### config.mk
export PLATFORM = sky130hd
export DESIGN_NAME = multicycle_ctrl
export DESIGN_NICKNAME = d
export VERILOG_FILES = /design/src/rtl/ctrl_pkg.sv /design/src/rtl/instr_decode.sv /design/src/rtl/multicycle_ctrl.sv
export SDC_FILE = /design/constraint.sdc
export NUM_CORES = 1
export LEC_CHECK = 0
export CELL_PAD_IN_SITES_DETAIL_PLACEMENT = 1
export CELL_PAD_IN_SITES_GLOBAL_PLACEMENT = 1
export CORE_UTILIZATION = 36
export DETAILED_ROUTE_END_ITERATION = 6
export GPL_TIMING_DRIVEN = 1
export HOLD_SLACK_MARGIN = 0.03
export PLACE_DENSITY = 0.91
export SLEW_MARGIN = 20
export SYNTH_ARGS = -nofsm -noshare
export SYNTH_HDL_FRONTEND = slang
export SYNTH_HIERARCHICAL = 1
export SYNTH_SLANG_ARGS = --single-unit
### constraint.sdc
create_clock -name clk -period 3.9 [get_ports clk]
set_input_delay 0.585 -clock clk [delete_from_list [all_inputs] [get_ports clk]]
set_output_delay 0.585 -clock clk [all_outputs]
set_load 0.01 [all_outputs]
### src/rtl/ctrl_pkg.sv
// ---------------------------------------------------------------------------
// ctrl_pkg
// Shared definitions for the multicycle MIPS-subset control unit:
//   - FSM state encoding (IF/ID/EX/MEM/WB/HALT)
//   - opcode and R-type funct constants for the supported instructions
//   - encodings of every datapath mux select and the ALU operation
//   - bit positions of the one-hot instruction class vector
//   - a helper that maps an R-type funct to its ALU operation
// ---------------------------------------------------------------------------
package ctrl_pkg;

    typedef enum logic [2:0] {
        S_IF   = 3'd0,
        S_ID   = 3'd1,
        S_EX   = 3'd2,
        S_MEM  = 3'd3,
        S_WB   = 3'd4,
        S_HALT = 3'd7
    } state_t;

    localparam logic [5:0] OP_RTYPE = 6'h00;
    localparam logic [5:0] OP_J     = 6'h02;
    localparam logic [5:0] OP_JAL   = 6'h03;
    localparam logic [5:0] OP_BEQ   = 6'h04;
    localparam logic [5:0] OP_BNE   = 6'h05;
    localparam logic [5:0] OP_ADDI  = 6'h08;
    localparam logic [5:0] OP_XORI  = 6'h0E;
    localparam logic [5:0] OP_LW    = 6'h23;
    localparam logic [5:0] OP_SW    = 6'h2B;

    localparam logic [5:0] FN_JR  = 6'h08;
    localparam logic [5:0] FN_ADD = 6'h20;
    localparam logic [5:0] FN_SUB = 6'h22;
    localparam logic [5:0] FN_SLT = 6'h2A;

    typedef enum logic [1:0] {
        ALU_ADD = 2'd0,
        ALU_SUB = 2'd1,
        ALU_SLT = 2'd2,
        ALU_XOR = 2'd3
    } alu_op_t;

    typedef enum logic [1:0] {
        SRCB_REGB = 2'd0,
        SRCB_FOUR = 2'd1,
        SRCB_SEXT = 2'd2,
        SRCB_ZEXT = 2'd3
    } alu_src_b_t;

    typedef enum logic [1:0] {
        DST_RT = 2'd0,
        DST_RD = 2'd1,
        DST_RA = 2'd2
    } reg_dst_t;

    typedef enum logic [1:0] {
        M2R_ALU = 2'd0,
        M2R_MDR = 2'd1,
        M2R_PC  = 2'd2
    } mem_to_reg_t;

    typedef enum logic [1:0] {
        PCS_ALU    = 2'd0,
        PCS_BRANCH = 2'd1,
        PCS_JUMP   = 2'd2,
        PCS_REGA   = 2'd3
    } pc_src_t;

    localparam int CLS_W       = 10;
    localparam int CLS_RTYPE   = 0;
    localparam int CLS_JR      = 1;
    localparam int CLS_IMM_ADD = 2;
    localparam int CLS_IMM_XOR = 3;
    localparam int CLS_J       = 4;
    localparam int CLS_JAL     = 5;
    localparam int CLS_BR      = 6;
    localparam int CLS_LW      = 7;
    localparam int CLS_SW      = 8;
    localparam int CLS_ILLEGAL = 9;

    // Only ADD/SUB/SLT reach EX as R-type ops, so anything that is not
    // SUB or SLT falls back to ADD.
    function automatic alu_op_t rtypeAluOp(input logic [5:0] fn);
        case (fn)
            FN_SUB:  return ALU_SUB;
            FN_SLT:  return ALU_SLT;
            default: return ALU_ADD;
        endcase
    endfunction

endpackage

### src/rtl/instr_decode.sv
// ---------------------------------------------------------------------------
// instr_decode
// Purely combinational instruction classifier. Turns the opcode and funct
// fields of the instruction register into a one-hot class vector that the
// control FSM steers on. Exactly one bit of o_class is set for any input;
// everything not recognised lands in the ILLEGAL class.
//
// Ports:
//   i_opcode  in  6       IR[31:26]
//   i_funct   in  6       IR[5:0], only meaningful for R-type
//   o_class   out CLS_W   one-hot class, bit positions from ctrl_pkg
// ---------------------------------------------------------------------------
module instr_decode
    import ctrl_pkg::*;
(
    input  logic [5:0]       i_opcode,
    input  logic [5:0]       i_funct,
    output logic [CLS_W-1:0] o_class
);

    // Classify the instruction. R-type opcodes are split further on funct,
    // and an unknown funct is just as illegal as an unknown opcode.
    always_comb begin
        o_class = '0;
        case (i_opcode)
            OP_RTYPE: begin
                case (i_funct)
                    FN_ADD, FN_SUB, FN_SLT: o_class[CLS_RTYPE]   = 1'b1;
                    FN_JR:                  o_class[CLS_JR]      = 1'b1;
                    default:                o_class[CLS_ILLEGAL] = 1'b1;
                endcase
            end
            OP_ADDI:         o_class[CLS_IMM_ADD] = 1'b1;
            OP_XORI:         o_class[CLS_IMM_XOR] = 1'b1;
            OP_J:            o_class[CLS_J]       = 1'b1;
            OP_JAL:          o_class[CLS_JAL]     = 1'b1;
            OP_BEQ, OP_BNE:  o_class[CLS_BR]      = 1'b1;
            OP_LW:           o_class[CLS_LW]      = 1'b1;
            OP_SW:           o_class[CLS_SW]      = 1'b1;
            default:         o_class[CLS_ILLEGAL] = 1'b1;
        endcase
    end

endmodule

### src/rtl/multicycle_ctrl.sv
// ---------------------------------------------------------------------------
// multicycle_ctrl
// Control unit for the multicycle MIPS-subset CPU. Walks every instruction
// through IF/ID/EX/MEM/WB, issues all datapath enables and mux selects,
// stalls on the instruction and data memory ready handshakes, traps (or
// skips) undefined instructions and counts retired instructions.
//
// Parameters:
//   IMEM_WAIT        1: IF waits for imem_ready, 0: single-cycle fetch
//   DMEM_WAIT        1: MEM waits for dmem_ready, 0: single-cycle access
//   TRAP_ON_ILLEGAL  1: undefined instruction halts, 0: treated as NOP
//   CNT_W            width of the retired-instruction counter
//
// Ports:
//   clk, reset            clock, synchronous active-high reset
//   opcode, funct         instruction fields from the IR
//   zero                  ALU zero flag (branch decision)
//   imem_ready            instruction memory data valid
//   dmem_ready            data memory access complete
//   pc_we, ir_we, reg_we  PC / IR / register file write enables
//   mem_re, mem_we        memory read / write enables
//   alu_src_a, alu_src_b  ALU operand selects
//   alu_op                ALU operation
//   reg_dst, mem_to_reg   register file write address / data selects
//   pc_src                next-PC select
//   state                 current FSM state
//   illegal               sticky trap flag
//   retire                pulse on the final cycle of an instruction
//   instret               retired-instruction count
// ---------------------------------------------------------------------------
module multicycle_ctrl
    import ctrl_pkg::*;
#(
    parameter logic IMEM_WAIT       = 1'b1,
    parameter logic DMEM_WAIT       = 1'b1,
    parameter logic TRAP_ON_ILLEGAL = 1'b1,
    parameter int   CNT_W           = 32
) (
    input  logic             clk,
    input  logic             reset,
    input  logic [5:0]       opcode,
    input  logic [5:0]       funct,
    input  logic             zero,
    input  logic             imem_ready,
    input  logic             dmem_ready,
    output logic             pc_we,
    output logic             ir_we,
    output logic             reg_we,
    output logic             mem_re,
    output logic             mem_we,
    output logic             alu_src_a,
    output logic [1:0]       alu_src_b,
    output logic [1:0]       alu_op,
    output logic [1:0]       reg_dst,
    output logic [1:0]       mem_to_reg,
    output logic [1:0]       pc_src,
    output logic [2:0]       state,
    output logic             illegal,
    output logic             retire,
    output logic [CNT_W-1:0] instret
);

    state_t           r_state;
    state_t           w_nextState;
    logic             r_illegal;
    logic [CNT_W-1:0] r_instret;
    logic [CLS_W-1:0] w_class;
    logic             w_fetchOk;
    logic             w_memOk;
    logic             w_branchTaken;
    logic             w_retire;
    logic             w_trap;

    instr_decode u_decode (
        .i_opcode (opcode),
        .i_funct  (funct),
        .o_class  (w_class)
    );

    // With waiting disabled the handshakes are ignored and every fetch or
    // data access completes in the cycle it is issued.
    assign w_fetchOk = !IMEM_WAIT || imem_ready;
    assign w_memOk   = !DMEM_WAIT || dmem_ready;

    // BEQ and BNE share the BR class; the opcode picks the zero polarity.
    assign w_branchTaken = (opcode == OP_BNE) ? !zero : zero;

    // State register. Reset drops any in-flight instruction and restarts
    // fetching from IF on the first cycle after reset is released.
    always_ff @(posedge clk) begin
        if (reset) begin
            r_state <= S_IF;
        end else begin
            r_state <= w_nextState;
        end
    end

    // Next state and every control output. Defaults park all enables low
    // and all selects at 0, so each state only has to mention what it
    // actually uses. Retire is flagged explicitly on transitions that end
    // an instruction, which keeps a stalled IF from looking like a retire.
    // Reset overrides everything at the end so no write can leak out while
    // it is held.
    always_comb begin
        w_nextState = r_state;
        pc_we       = 1'b0;
        ir_we       = 1'b0;
        reg_we      = 1'b0;
        mem_re      = 1'b0;
        mem_we      = 1'b0;
        alu_src_a   = 1'b0;
        alu_src_b   = SRCB_REGB;
        alu_op      = ALU_ADD;
        reg_dst     = DST_RT;
        mem_to_reg  = M2R_ALU;
        pc_src      = PCS_ALU;
        w_retire    = 1'b0;
        w_trap      = 1'b0;

        unique case (r_state)
            S_IF: begin
                alu_src_b = SRCB_FOUR;
                if (w_fetchOk) begin
                    mem_re      = 1'b1;
                    ir_we       = 1'b1;
                    pc_we       = 1'b1;
                    w_nextState = S_ID;
                end
            end

            S_ID: begin
                if (w_class[CLS_JR]) begin
                    pc_we       = 1'b1;
                    pc_src      = PCS_REGA;
                    w_retire    = 1'b1;
                    w_nextState = S_IF;
                end else if (w_class[CLS_J]) begin
                    pc_we       = 1'b1;
                    pc_src      = PCS_JUMP;
                    w_retire    = 1'b1;
                    w_nextState = S_IF;
                end else if (w_class[CLS_JAL]) begin
                    w_nextState = S_WB;
                end else if (w_class[CLS_ILLEGAL]) begin
                    if (TRAP_ON_ILLEGAL) begin
                        w_trap      = 1'b1;
                        w_nextState = S_HALT;
                    end else begin
                        w_retire    = 1'b1;
                        w_nextState = S_IF;
                    end
                end else begin
                    w_nextState = S_EX;
                end
            end

            S_EX: begin
                alu_src_a = 1'b1;
                if (w_class[CLS_RTYPE]) begin
                    alu_src_b   = SRCB_REGB;
                    alu_op      = rtypeAluOp(funct);
                    w_nextState = S_WB;
                end else if (w_class[CLS_IMM_ADD]) begin
                    alu_src_b   = SRCB_SEXT;
                    alu_op      = ALU_ADD;
                    w_nextState = S_WB;
                end else if (w_class[CLS_IMM_XOR]) begin
                    alu_src_b   = SRCB_ZEXT;
                    alu_op      = ALU_XOR;
                    w_nextState = S_WB;
                end else if (w_class[CLS_BR]) begin
                    alu_src_b   = SRCB_REGB;
                    alu_op      = ALU_SUB;
                    if (w_branchTaken) begin
                        pc_we  = 1'b1;
                        pc_src = PCS_BRANCH;
                    end
                    w_retire    = 1'b1;
                    w_nextState = S_IF;
                end else if (w_class[CLS_LW] || w_class[CLS_SW]) begin
                    alu_src_b   = SRCB_SEXT;
                    alu_op      = ALU_ADD;
                    w_nextState = S_MEM;
                end else begin
                    w_nextState = S_IF;
                end
            end

            S_MEM: begin
                if (w_class[CLS_LW]) begin
                    mem_re = 1'b1;
                end else begin
                    mem_we = 1'b1;
                end
                if (w_memOk) begin
                    if (w_class[CLS_LW]) begin
                        w_nextState = S_WB;
                    end else begin
                        w_retire    = 1'b1;
                        w_nextState = S_IF;
                    end
                end
            end

            S_WB: begin
                reg_we = 1'b1;
                if (w_class[CLS_JAL]) begin
                    reg_dst    = DST_RA;
                    mem_to_reg = M2R_PC;
                    pc_we      = 1'b1;
                    pc_src     = PCS_JUMP;
                end else if (w_class[CLS_LW]) begin
                    reg_dst    = DST_RT;
                    mem_to_reg = M2R_MDR;
                end else if (w_class[CLS_RTYPE]) begin
                    reg_dst    = DST_RD;
                end else begin
                    reg_dst    = DST_RT;
                end
                w_retire    = 1'b1;
                w_nextState = S_IF;
            end

            S_HALT: begin
                w_nextState = S_HALT;
            end

            default: begin
                w_nextState = S_IF;
            end
        endcase

        if (reset) begin
            pc_we      = 1'b0;
            ir_we      = 1'b0;
            reg_we     = 1'b0;
            mem_re     = 1'b0;
            mem_we     = 1'b0;
            alu_src_a  = 1'b0;
            alu_src_b  = SRCB_REGB;
            alu_op     = ALU_ADD;
            reg_dst    = DST_RT;
            mem_to_reg = M2R_ALU;
            pc_src     = PCS_ALU;
            w_retire   = 1'b0;
            w_trap     = 1'b0;
        end
    end

    // Sticky trap flag: set when an illegal instruction halts the core and
    // only cleared by reset.
    always_ff @(posedge clk) begin
        if (reset) begin
            r_illegal <= 1'b0;
        end else if (w_trap) begin
            r_illegal <= 1'b1;
        end
    end

    // Retired-instruction counter. It wraps naturally at 2^CNT_W, and reset
    // takes priority over a retire in the same cycle.
    always_ff @(posedge clk) begin
        if (reset) begin
            r_instret <= '0;
        end else if (w_retire) begin
            r_instret <= r_instret + CNT_W'(1);
        end
    end

    assign state   = r_state;
    assign illegal = r_illegal;
    assign retire  = w_retire;
    assign instret = r_instret;

endmodule

==> flow_summary.json, run 1 <==
{
  "crit_path_cell_trace": "clkdlybuf4s50_1, buf_4, or4b_2, nor2_1, buf_4, nor2_1, and3_1, nand2_1, a21boi_0, clkdlybuf4s50_1",
  "die_x_um": 86.7,
  "die_y_um": 86.7,
  "critPathLaunchType": "primary input",
  "synth_common_cells": "42 x nor2_1, 36 x dfxtp_1, 20 x xnor2_1",
  "critical_path_class": "in -> out",
  "place_inst": 472,
  "grt_max_degree": 24,
  "timing.setup.tns_ns": 0,
  "numCtsBuffers": 5,
  "fin_cells": 480,
  "drive_gt1_share_pct": 12.5,
  "drt-vias-per-instance": 5.67,
  "ys.flop_type": "dfxtp_1",
  "synth-seq-cells": 36,
  "grt_pass1_wl_um": 13500,
  "numPortBuffers": 69,
  "status": "completed",
  "synth_cell_type_count": 63,
  "crit_path_end_kind": "output port",
  "num-nets-final": 401,
  "synth_warnings": 6,
  "drt-wirelength-per-cell_um": 16.6,
  "async_flop_share_pct": 0,
  "yosys.area.top_type_share_pct": 27.9,
  "grt-ovfl-total": 0,
  "antennaDiodeCount": 0,
  "critPathTopFamily": "buffers and inverters",
  "nFillCells": 828,
  "critPathSlowestCell": "or4b_2",
  "clkLatencyLatePin_ns": 0.30,
  "drv_cap": 0,
  "io_pins": 70,
  "grt.total_usage_pct": 22.6,
  "cts_num_sinks": 36,
  "core.rowCount": 30,
  "hold_class": "reg -> reg",
  "wl_um": 7980,
  "cts_tree": "done",
  "start_util_pct": 37.6,
  "coreArea_um2": 6870,
  "root_buffer": "clkbuf_8",
  "htree_num_levels": 2,
  "totalPowerFinal_mw": 0.936,
  "avgSynthCellArea_um2": 8.35,
  "timing.fmax_mhz": 268,
  "hold_violations": 0,
  "syn2layout_area_growth_pct": 37.2,
  "fin_crit_sh_pct": 95.7,
  "rsz0062_at_grt": "no",
  "syn_nets": 327,
  "cts_buffer_depth": 2,
  "leakagePower_nw": 1.20,
  "drt-initial-drc-count": 99,
  "yosysTopAreaCell": "dfxtp_1",
  "period_minus_slack_ns": 3.73,
  "power_density_nw_per_um2": 264,
  "slew_headroom_pct": 56.4,
  "place.gp.congestion": 0.803,
  "dr.pass1.iters": 4,
  "drtAntennaViolNets": 0,
  "yosysMostFrequentCell": "nor2_1",
  "postSynthCellCount": 309,
  "cts.clk_slew.worst_paths_ns": 0.07,
  "first_global_vias": 2770,
  "max_stage_delay_ns": 0.63,
  "crit_buf_inv": 4,
  "arrival_ns": 3.15,
  "tightestPinTransition_ns": 0.653,
  "cp_max_fo": 8,
  "yosysSeqAreaShare_pct": 27.9,
  "finClkSkew_ns": 0.00998,
  "utilization_pct": 51.5,
  "design.die.area_um2": 7510,
  "r2r_slack_ns": 1.36,
  "hpwlAfterDp_um": 6120,
  "cp.required_ns": 3.31,
  "slew_violations": 0,
  "postCtsSetupBuffers": 0,
  "finalSetupViolCount": 0,
  "vdd_drop_max_mv": 0.179,
  "yosys-top-cells-area": "dfxtp_1 28%, xnor2_1 6.8%, a2111oi_4 6.4%, nor2_1 6.1%, a21oi_1 3.1%",
  "synth_edf_count": 0,
  "netlist_area_um2": 2580,
  "drc": 0,
  "vias": 2720,
  "antenna_found_initial": 0
}
power breakdown:
part	internal (mW)	switching [mW]	leakage, nW
clock	0.190	0.140	0.0552
sequential	0.374	0.0202	0.291
combinational	0.0908	0.121	0.854
routing by layer:
| metal | track usage [%] | share of wire (%) | vias up |
|---|---|---|---|
| met4 | 5.76 | 1.1 | 0 |
| met3 | 3.71 | 4.5 | 10 |
| li1 | - | - | 1310 |
| met1 | 27.7 | 45 | 1329 |
| met5 | 0 | 0 | - |
| met2 | 40.9 | 50 | 71 |
logic make-up (layout without fill, tap and decap cells):
kind of cell	Yosys count	after routing	synth area share [%]
flops	36	36	27.9
xor+xnor	23	23	7.80
mux	2	2	0.969
fa+ha+maj	1	1	0.485
compound gates	76	76	26.5
buf+inv	28	103	5.43
simple gates	143	143	30.9
cells in the final DEF (no fill, tap or decap), types with 8 or more instances in the layout:
cell / n
xnor2_1: 20
o21ai_0: 14
buf_4: 19
clkdlybuf4s50_1: 66
nand4_1: 8
nand2_1: 17
or3_1: 9
dfxtp_1: 36
nor3_1: 9
nand3_1: 13
a21oi_1: 16
nor2_1: 41
path summary, 6_finish.rpt:
check / from / to / cells past startpoint
worst min register to register: illegal / illegal / 2
worst min-delay path: illegal / illegal / 2
worst max register to register: state[0] / instret[31] / 5
worst max-delay path: opcode[3] / pc_src[0] / 10
tightest hold or removal path, cell delays in order, from the launching register on:
cell and delay [ns]:
dfxtp_1 0.35, a31oi_1 0.05, nor2_1 0.08
what timing repair did:
action	in CTS	in global routing
setup endpoints to repair	1	4
resized for setup	1	5
hold buffers	0	0
area by class of cell:
| type | count | area [µm²] | area share (%) |
|---|---|---|---|
| clock buffers | 6 | 72.6 | 2.05 |
| multi-input cells | 245 | 1730 | 48.8 |
| clock inverters | 2 | 35.0 | 0.989 |
| flip-flops and latches | 36 | 721 | 20.4 |
| inverters | 7 | 26.3 | 0.742 |
| repair buffers | 88 | 837 | 23.6 |
| well taps | 96 | 120 | 3.39 |
per-stage QoR:
step           setup WS (ns)  instance area, µm²  hold slack (ns)
6_report               0.167                3540            0.504
5_1_grt               0.0259                3540            0.528
4_1_cts               0.0788                3530            0.504
3_5_place_dp         -0.0477                3420            0.486
3_3_place_gp           0.116                3420            0.471
2_1_floorplan          0.541                2580            0.502
registers in the layout, summed over array words and instances, names as in the netlist:
name     cells
instret     32
state        3
illegal      1
No activity file was read; power rests on OpenSTA's default activity.
==> run 2: changes to the inputs <==
Settings changed: RECOVER_POWER from default to 50.
Clock period 3.9 ns to 3.65 ns, I/O delays scaled along.
==> run 2 against run 1 <==
Clock skew fell by 0.0043 ns. Register-to-register slack got worse by 0.34 ns. Count of clock-buffer cells in the layout unchanged. Total power is 6.6% higher. Die area stayed put. Final area grew 1.3%. Sequential share of layout area decreased by 0.27 points. Hold slack worse by 0.023 ns. Non-clock buffer count is 7 higher. Utilization increased by 0.69 points. Critical endpoint is now alu_op[0]. First-iteration DRC count increased by 52%. Setup slack got worse by 0.055 ns. Largest power group unchanged.
==> flow_summary.json, run 2 (synthesized netlist as in run 1, its figures left out) <==
{
  "rr_worst_depth": 6,
  "drt-initial-drc-count": 150,
  "vias": 2791,
  "place.gp.congestion": 0.857,
  "hold_end": "illegal",
  "cts_num_sinks": 36,
  "place_ws_ns": -0.196,
  "io_pins": 70,
  "wl_met2_um": 4240,
  "r2r_slack_ns": 1.02,
  "finClkSkew_ns": 0.00570,
  "cts_tree": "done",
  "hp-start": "illegal",
  "dr_wl_met3_um": 365,
  "grt.total_usage_pct": 23.4,
  "numCtsBuffers": 5,
  "fin_cells": 487,
  "dr.pass1.iters": 4,
  "coreArea_um2": 6870,
  "ff_latch_area_um2": 721,
  "fin_crit_sh_pct": 96.9,
  "nFillCells": 834,
  "met1_length_um": 3690,
  "root_buffer": "clkbuf_8",
  "antennaDiodeCount": 0,
  "arrival_ns": 2.99,
  "r2r-end": "instret[21]",
  "die_y_um": 86.7,
  "core.rowCount": 30,
  "critPathLaunchType": "primary input",
  "cp.required_ns": 3.10,
  "cp_max_fo": 8,
  "top_layer": "met4",
  "crit_path_end_kind": "output port",
  "design.die.area_um2": 7510,
  "htree_num_levels": 2,
  "slew_violations": 0,
  "finalSetupViolCount": 0,
  "slew_headroom_pct": 48.1,
  "cts_buffer_depth": 2,
  "start_util_pct": 37.6,
  "place_inst": 478,
  "die_x_um": 86.7,
  "timing.fmax_mhz": 283,
  "syn2layout_area_growth_pct": 39.0,
  "drt-vias-per-instance": 5.73,
  "wl_um": 8420,
  "power_density_nw_per_um2": 278,
  "antenna_found_initial": 0,
  "grt_max_degree": 39,
  "hold_path_depth": 2,
  "cts.clk_slew.worst_paths_ns": 0.07,
  "hold_violations": 0,
  "multi_input_area_um2": 1740,
  "largest_register_ff_count": 32,
  "final_common_cell": "nor2_1",
  "critical_path_class": "in -> out",
  "period_minus_slack_ns": 3.54,
  "leakagePower_nw": 1.36,
  "clkLatencyLatePin_ns": 0.29,
  "drv_cap": 0,
  "vdd_drop_max_mv": 0.139,
  "grt_pass1_wl_um": 14000,
  "grt-ovfl-total": 0,
  "status": "completed",
  "drt-wirelength-per-cell_um": 17.3,
  "numPortBuffers": 69,
  "hpwlAfterDp_um": 6170,
  "num-nets-final": 408,
  "hold_class": "reg -> reg",
  "tightestPinTransition_ns": 0.778,
  "drive_gt1_share_pct": 14.6,
  "r2r-start": "state[2]",
  "final_cell_mix": "40 x nor2_1, 38 x dlygate4sd3_1, 36 x dfxtp_1",
  "critPathLaunch": "opcode[3]",
  "setup_ws_ns": 0.112,
  "drc": 0,
  "drtAntennaViolNets": 0,
  "first_global_vias": 2881
}
==> run 2: cell count changes in the layout (fill, tap and decap cells not counted), moves of 2 or more <==
| cell | delta |
|---|---|
| clkdlybuf4s50_1 | -40 |
| buf_4 | +6 |
| dlygate4sd2_1 | +2 |
| dlygate4sd3_1 | +38 |
==> run 2: critical path, stage by stage <==
cell             delay, ns
clkdlybuf4s50_1       0.50
buf_4                 0.16
or4b_2                0.64
nor2_2                0.17
buf_4                 0.14
o21ai_0               0.09
o21a_1                0.12
nor2_1                0.08
clkdlybuf4s50_1       0.54
==> run 2: per-layer routing <==
metal / vias up / track usage, %
met1: 1370 / 27.0
met2: 81 / 43.7
met4: 0 / 7.27
met3: 16 / 3.90
met5: - / 0
li1: 1324 / -
==> run 2: metrics by stage <==
step / total power, mW / instance area, µm² / util [%] / TNS [ns] / hold slack (ns)
after detailed placement: 0.657 / 3470 / 50.5 / -0.319 / 0.468
after CTS: 1.01 / 3570 / 52.0 / 0 / 0.486
final: 0.997 / 3590 / 52.2 / 0 / 0.481
after global routing: 1.04 / 3590 / 52.2 / -0.00633 / 0.535
after global placement: 0.649 / 3470 / 50.5 / -0.0393 / 0.470
after floorplan: 0.575 / 2580 / - / 0 / 0.502
==> run 2: area by class of cell <==
cell class | count | area share (%)
Timing Repair Buffer | 95 | 24.4
Clock buffer | 6 | 2.02
Tap cell | 96 | 3.35
Multi-Input combinational cell | 245 | 48.4
Inverter | 7 | 0.732
Clock inverter | 2 | 0.976
Sequential cell | 36 | 20.1
==> run 2: what timing repair did <==
action                                 CTS  global route
setup endpoints to repair                6             6
hold buffers                             0             0
gates resized for setup                  6             6
endpoints found under the hold margin    0             0
pin swaps                                0             1
setup buffers                            0             1
==> run 2: worst max path at each step <==
stage                     end  slack (ns)
floorplan              retire        0.37
global placement        pc_we       -0.04
detailed placement      pc_we       -0.20
CTS                 pc_src[0]       0.004
global route        alu_op[0]      -0.006
finish              alu_op[0]        0.11
==> run 2: report_power, final <==
group / internal (mW) / total (mW) / switching (mW)
Sequential: 0.400 / 0.422 / 0.0218
Combinational: 0.0935 / 0.225 / 0.132
Clock: 0.203 / 0.351 / 0.148
Total: 0.696 / 0.997 / 0.301
